**config.mk**
```make
export PLATFORM = sky130hd
export DESIGN_NAME = onehot_encoder_stream_flat
export DESIGN_NICKNAME = d
export VERILOG_FILES = /design/src/rtl/enc_pkg.sv /design/src/rtl/onehot_encoder_stream_if.sv /design/src/rtl/onehot_encode_core.sv /design/src/rtl/onehot_encoder_stream.sv /design/src/flat_wrapper.sv
export SDC_FILE = /design/constraint.sdc
export NUM_CORES = 1
export LEC_CHECK = 0
export ABC_AREA = 1
export CORE_UTILIZATION = 25
export CTS_BUF_LIST = sky130_fd_sc_hd__clkbuf_2 sky130_fd_sc_hd__clkbuf_4 sky130_fd_sc_hd__clkbuf_8
export DETAILED_ROUTE_END_ITERATION = 10
export SKIP_LAST_GASP = 1
export SLEW_MARGIN = 20
export SYNTH_ARGS = -nofsm -noshare
export SYNTH_HDL_FRONTEND = slang
export SYNTH_SLANG_ARGS = --single-unit
```
**constraint.sdc**
```tcl
create_clock -name clk -period 10.5 [get_ports clk]
set_input_delay 1.05 -clock clk [delete_from_list [all_inputs] [get_ports clk]]
set_output_delay 1.05 -clock clk [all_outputs]
set_load 0.005 [all_outputs]
```
**src/rtl/enc_pkg.sv**
```systemverilog
// Shared constants and helpers for the one-hot/priority encoder stream.
// Used by every file of the block; MODE values and counter width live here.
package enc_pkg;

  localparam int ENC_MODE_STRICT   = 0;
  localparam int ENC_MODE_PRIORITY = 1;
  localparam int ERR_CNT_W         = 16;

  // Code width for an N-line encoder; a 2-line encoder still needs one bit.
  function automatic int enc_width(input int n);
    return ($clog2(n) > 1) ? $clog2(n) : 1;
  endfunction

endpackage

```
**src/rtl/onehot_encoder_stream_if.sv**
```systemverilog
// Streaming bus for the encoder: input vector side and encoded result side.
// slave is the encoder's view, master is the surrounding producer/consumer.
interface onehot_encoder_stream_if import enc_pkg::*; #(
  parameter int N = 10
);

  localparam int W = enc_width(N);

  // Valid/ready on both sides: a beat moves on a rising edge where valid and
  // ready are both high; in_ready may depend combinationally on out_ready.
  logic         in_valid;
  logic         in_ready;
  logic [N-1:0] in_data;
  logic         out_valid;
  logic         out_ready;
  logic [W-1:0] out_code;
  logic         out_err;

  modport master (
    output in_valid, in_data, out_ready,
    input  in_ready, out_valid, out_code, out_err
  );

  modport slave (
    input  in_valid, in_data, out_ready,
    output in_ready, out_valid, out_code, out_err
  );

endinterface

```
**src/rtl/onehot_encode_core.sv**
```systemverilog
// Combinational N-line encoder: strict one-hot or highest-set-bit priority.
// Invalid inputs give code 0 with err set.
module onehot_encode_core import enc_pkg::*; #(
  parameter int N    = 10,
  parameter int W    = enc_width(N),
  parameter int MODE = ENC_MODE_STRICT
) (
  input  logic [N-1:0] in_data,
  output logic [W-1:0] code,
  output logic         err
);

  logic [W-1:0] top_idx;

  // Later iterations override earlier ones, so the highest set bit wins.
  always_comb begin
    top_idx = '0;
    for (int i = 0; i < N; i++) begin
      if (in_data[i]) begin
        top_idx = W'(i);
      end
    end
  end

  generate
    if (MODE == ENC_MODE_PRIORITY) begin : g_priority
      assign code = top_idx;
      assign err  = ~|in_data;
    end else begin : g_strict
      logic onehot;
      assign onehot = ($countones(in_data) == 1);
      assign code   = onehot ? top_idx : '0;
      assign err    = ~onehot;
    end
  endgenerate

endmodule

```
**src/rtl/onehot_encoder_stream.sv**
```systemverilog
// Registered one-hot/priority encoder with valid/ready handshake on both sides.
// Define ENC_ERR_COUNT_EN to add err_clr/err_count and a saturating error counter.
module onehot_encoder_stream import enc_pkg::*; #(
  parameter int N    = 10,
  parameter int MODE = ENC_MODE_STRICT
) (
  input  logic                 clk,
  input  logic                 rst,
`ifdef ENC_ERR_COUNT_EN
  input  logic                 err_clr,
  output logic [ERR_CNT_W-1:0] err_count,
`endif
  onehot_encoder_stream_if.slave bus
);

  localparam int W = enc_width(N);

  logic [W-1:0] core_code;
  logic         core_err;
  logic         accept;
  logic         out_valid_q;
  logic [W-1:0] out_code_q;
  logic         out_err_q;

  onehot_encode_core #(
    .N    (N),
    .W    (W),
    .MODE (MODE)
  ) u_core (
    .in_data (bus.in_data),
    .code    (core_code),
    .err     (core_err)
  );

  // Single output register: a new input can enter whenever the held result
  // is absent or leaving this cycle.
  assign bus.in_ready = !out_valid_q || bus.out_ready;
  assign accept       = bus.in_valid && bus.in_ready;

  always_ff @(posedge clk) begin
    if (rst) begin
      out_valid_q <= 1'b0;
      out_code_q  <= '0;
      out_err_q   <= 1'b0;
    end else if (accept) begin
      out_valid_q <= 1'b1;
      out_code_q  <= core_code;
      out_err_q   <= core_err;
    end else if (bus.out_ready) begin
      out_valid_q <= 1'b0;
    end
  end

  assign bus.out_valid = out_valid_q;
  assign bus.out_code  = out_code_q;
  assign bus.out_err   = out_err_q;

`ifdef ENC_ERR_COUNT_EN
  logic [ERR_CNT_W-1:0] err_cnt_q;

  // Clear beats a same-cycle increment; the count sticks at all-ones.
  always_ff @(posedge clk) begin
    if (rst || err_clr) begin
      err_cnt_q <= '0;
    end else if (accept && core_err && (err_cnt_q != '1)) begin
      err_cnt_q <= err_cnt_q + 1'b1;
    end
  end

  assign err_count = err_cnt_q;
`endif

endmodule

```
**src/flat_wrapper.sv**
```systemverilog
// flat-port wrapper written by rule: the top's interface ports become plain ports
module onehot_encoder_stream_flat import enc_pkg::*;
#(
  parameter int N    = 10,
  parameter int MODE = ENC_MODE_STRICT
)
  (clk, rst, bus_in_valid, bus_in_data, bus_out_ready, bus_in_ready, bus_out_valid, bus_out_code, bus_out_err);
  onehot_encoder_stream_if #(.N(N)) bus_i ();
  input  logic clk;
  input  logic rst;
  input wire logic [$bits(bus_i.in_valid)-1:0] bus_in_valid;
  input wire logic [$bits(bus_i.in_data)-1:0] bus_in_data;
  input wire logic [$bits(bus_i.out_ready)-1:0] bus_out_ready;
  output wire logic [$bits(bus_i.in_ready)-1:0] bus_in_ready;
  output wire logic [$bits(bus_i.out_valid)-1:0] bus_out_valid;
  output wire logic [$bits(bus_i.out_code)-1:0] bus_out_code;
  output wire logic [$bits(bus_i.out_err)-1:0] bus_out_err;
  assign bus_i.in_valid = bus_in_valid;
  assign bus_i.in_data = bus_in_data;
  assign bus_i.out_ready = bus_out_ready;
  assign bus_in_ready = bus_i.in_ready;
  assign bus_out_valid = bus_i.out_valid;
  assign bus_out_code = bus_i.out_code;
  assign bus_out_err = bus_i.out_err;
  onehot_encoder_stream #(.N(N), .MODE(MODE)) u_core (.clk(clk), .rst(rst), .bus(bus_i));
endmodule
```
Yosys cells after proc, flatten, opt, wreduce, memory -nomap -nowiden
Index checks and enable logic that the tools add are counted.

Divide/modulo/power cells: 0. Reduce and logical (&&, ||, !) cells: 4. Eq/ne operators: 1. Bitwise gates (word level): 1. $mul: 0. $add $sub $neg: 9. Multiplexer cells: 12. Shift operators: 0. $lt $le $gt $ge: 0.

Operators by type and width (count): $add 32x2->32 (2); $mux 4 (9); $add 32x3->32 (1); $eq 32x2->1 const B (1); $add 1x1->2 (5); $add 2x2->3 (1); $mux 1 (3); $reduce_bool 2->1 (1); $logic_and 1x1->1 (1); $logic_not 1->1 (1); $logic_or 1x1->1 (1); $not 1->1 (1).

Bits in registers: 6. Memories: 0. Bits in read-only memories: 0. Output and inout bits: 7. Bits of input ports: 14. Bits in writable memories: 0. Latch bits: 0.

Longest topological paths before layout
Depth in word-level cells: 10. Gate-level depth with buffers: 15.

Cells and area by module
From an unflattened synthesis, not the netlist that was laid out.

Cell total of the unflattened synthesis: 85. Area, all modules: 599.3 sq um.

By module, submodules not included: onehot_encode_core (cells an instance 47, sequential area each 0.0 sq um, area an instance 310.3 sq um, instances 1); onehot_encoder_stream (cells an instance 38, sequential area each 120.1 sq um, area an instance 289.0 sq um, instances 1).

Worst setup path before layout
Ideal clock, no wire load.

Kind: input port to flip-flop. Start point: input port bus_in_data[0]. End point: register u_core.out_code_q[0] (netlist: u_core.bus.out_code[0]). Path slack: 6.260 ns. Setup time: 0.070 ns. Cell stages on the path: 13. Path buffers: 0. Arrival time: 4.170 ns. Cell sequence: ha_1 > inv_1 > fa_1 > fa_1 > fa_1 > fa_1 > fa_1 > inv_1 > nor4_2 > nand2_1 > nor2_2 > nand2_1 > a21oi_1.

Longest elaborated chain between the ends: 6.

Ends and longest elaborated chain: from (decl) (RTL line flat_wrapper.sv:12) `input wire logic [$bits(bus_i.in_data)-1:0] bus_in_data;`; $add 1x1->2 (implied by the code) (RTL line onehot_encode_core.sv:31) `assign onehot = ($countones(in_data) == 1);`; $add 32x2->32 (implied by the code) (RTL line onehot_encode_core.sv:31); $add 32x3->32 (implied by the code) (RTL line onehot_encode_core.sv:31); $add 32x2->32 (implied by the code) (RTL line onehot_encode_core.sv:31); $eq 32x2->1 (RTL line onehot_encode_core.sv:31); $mux 4 (RTL line onehot_encode_core.sv:32) `assign code = onehot ? top_idx : '0;`; to (signal assigned) (RTL line onehot_encoder_stream.sv:47) `out_code_q <= core_code;`; to (decl) (RTL line onehot_encoder_stream.sv:22) `logic [W-1:0] out_code_q;`.

Every way passes these cells. A chain may end at the register's enable or synchronous reset.

Worst setup path after layout
Start point: input port bus_in_data[1]. End point: register u_core.out_code_q[1] (netlist: u_core.bus.out_code[1]).

Same word-level chain as after synthesis.

==> flow_metrics.tcl <==
set metrics [dict create \
    drt_first_iter_violations 8 \
    gp_congestion 0.7486 \
    hp-start "u_core.bus.out_code[3]" \
    clkPwrFrac 0.227 \
    power_density_mw_per_mm2 115.6 \
    place_hpwl_um 969.2 \
    clock_tree.root_cell "clkbuf_4" \
    grt_overflow 0 \
    vias 513 \
    antenna_found_initial 0 \
    ys_seq_elements 6 \
    cts_tree "yes" \
    r2r-end "u_core.bus.out_code[1]" \
    wirelength_um 1137 \
    finalMaxSlewViolations 0 \
    io_pins 21 \
    finalSetupTns_ns 0 \
    pre_cts_slack_ns 5.626 \
    rsz0062_at_grt "false" \
    grt_pass1_vias 513 \
    design_area_um2 803.3 \
    fmax_mhz 216.1 \
    pwr-share-seq 0.277 \
    rr_worst_depth 5 \
    synth_cells 74 \
    clkSinkCount 6 \
    worstMarginPinSlew_ns 0.2260 \
    rows 16 \
    startpoint "bus_in_data[1]" \
    min_path_cells 2 \
    drc 0 \
    track_usage 0.1165 \
    swShare 0.3501 \
    hold_violations 0 \
    r2r-start "u_core.bus.out_valid" \
    crit_family "adder cells" \
    clk_pin_slew_ns 0.05 \
    synth_area_um2 546.8 \
    worstPathRequired_ns 10.67 \
    worst_setup_path_end_kind "register" \
    hold_buffers 0 \
    outcome "complete, no violations" \
    worstSetupStartpointType "input pin" \
    switchingPower_mw 0.03251 \
    wire_per_inst_um 9.169 \
    num-fill-cells 217 \
    die_h_um 48.77 \
    drive_gt1_frac 0.06186 \
    core_mm2 0.002002 \
    cts_max_path_buffers 2 \
    hold_path_class "register to register" \
    yosysTopAreaCellShare 0.2197 \
    critPathKind "input pin to register" \
    layout.area.seq_um2 120.1 \
    grt_pass1_wl_um 2145 \
    post_cts_buffers 0 \
    n_antenna_cell 0 \
    crit_arrival_ns 4.80 \
    max-slew-margin-rel 0.8489 \
    hold_end "u_core.bus.out_code[3]" \
    setup_violations 0 \
    synth.area.top_cells "dfxtp_1 (22%), fa_1 (22%), inv_1 (12%)" \
    cp_slowest_stage_delay_ns 0.51 \
    synth.largest_area_cell "dfxtp_1" \
    grt_max_degree 9 \
    die_x_um 48.77 \
    maxCapViolCount 0 \
    h-tree-depth 1 \
    syn-num-nets 99 \
    peakVddDrop_mv 0.05103 \
    synth_warnings 0 \
    cts_resized 0 \
    numCtsBuffers 3 \
    fin_hold_ws_ns 0.4703 \
    leakage_nw 0.3882 \
    ys_types 12 \
    setup_ws_ns 5.873 \
    slowest_stage "fa_1" \
    power_frac_comb 0.496 \
    nets 124 \
    clock_skew_ns 0.006391 \
    ant_nets 0 \
    layout_worst_path_cycle_share 0.4406 \
    clock_latency_ns 0.24 \
    cp_cell_sequence "clkdlybuf4s50_1 > ha_1 > inv_1 > fa_1 > fa_1 > fa_1 > fa_1 > fa_1 > inv_1 > nor4_2 > nand2_1 > inv_1 > nand3_1 > a21oi_1" \
    path_buf_inv 4 \
    syn_avg_cell_area_um2 7.389 \
    layout_min_cycle_time_ns 4.627 \
    area_growth_pct 46.91 \
    placed_area_um2 780.7 \
    via_per_inst 4.137 \
    yosysSeqAreaShare 0.2197 \
    multi_input_area_um2 359.1 \
    finalPower_mw 0.09286 \
    portBuffers 20 \
    r2r_slack_ns 9.47 \
    dieArea_mm2 0.002378 \
    critPathMaxFanout 3 \
    drtPass1Iterations 5 \
    path_common_cell "fa_1" \
    p_int_mw 0.06035 \
    start_util 0.2731 \
]
worst min-delay path, stage by stage, from the launching register on:
cell     delay [ns]
dfxtp_1        0.30
nand2_1        0.06
a21oi_1        0.06
layout make-up:
cell class                 count  area share
clock buffer                   3     0.02804
inverter                      18     0.08411
multi-input combinational     50      0.4470
sequential                     6      0.1495
tap                           27     0.04206
timing repair buffer          20      0.2492
power groups by stage:
| stage | registers [mW] | clock network (mW) | logic [mW] |
|---|---|---|---|
| 6_report | 0.0257 | 0.0210 | 0.0461 |
| 5_1_grt | 0.0259 | 0.0243 | 0.0522 |
| 4_1_cts | 0.0257 | 0.0217 | 0.0464 |
| 3_5_place_dp | 0.0261 | 0 | 0.0461 |
| 3_3_place_gp | 0.0261 | 0 | 0.0438 |
| 2_1_floorplan | 0.0263 | 0 | 0.0298 |
per-stage QoR:
step,std cells,util
after global routing,124,0.4013
after floorplan,74,-
after CTS,124,0.4013
after global placement,121,0.3900
after detailed placement,121,0.3900
final,124,0.4013
metal layers:
metal | global-route usage | wire length (um) | vias up
li1 | - | - | 271
met1 | 0.1553 | 558 | 224
met2 | 0.1713 | 515 | 18
met3 | 0.05031 | 63 | 0
met4 | 0.02941 | 0 | 0
met5 | 0 | 0 | -
how the worst max path moves through the flow:
stage	to	cells past startpoint	slack [ns]
5_1_grt	u_core.bus.out_code[0]	14	5.69
2_1_floorplan	u_core.bus.out_code[0]	13	6.26
3_5_place_dp	u_core.bus.out_code[1]	14	5.63
6_report	u_core.bus.out_code[1]	14	5.87
3_3_place_gp	u_core.bus.out_code[2]	14	5.71
4_1_cts	u_core.bus.out_code[1]	14	5.87
cells in the final DEF, fill, tap and decap left out, drive strengths merged:
cell type,n
clkdlybuf4s50,20
nand2,19
inv,18
a21oi,6
fa,6
dfxtp,6
nor2,6
ha,5
nand3,4
o21ai,3
clkbuf,3
nor4,1
registers in the layout, indices dropped and copies added, names as in the netlist:
register              flops
u_core.bus.out_err        1
u_core.bus.out_code       4
u_core.bus.out_valid      1
kinds of logic after synthesis:
family,after synthesis,share of synthesized area
flip-flops,6,0.2197
adder cells (fa/ha/maj),11,0.3341
AND/OR/NAND/NOR,30,0.2403
AO/OA/AOI/OAI,9,0.08237
buffers and inverters,18,0.1236
Yosys cell counts (all sizes together):
cell type	count
a21oi	6
dfxtp	6
fa	6
ha	5
inv	18
nand2	19
nand3	4
nor2	6
nor4	1
o21ai	3
Power figures use the tool's default switching activity.
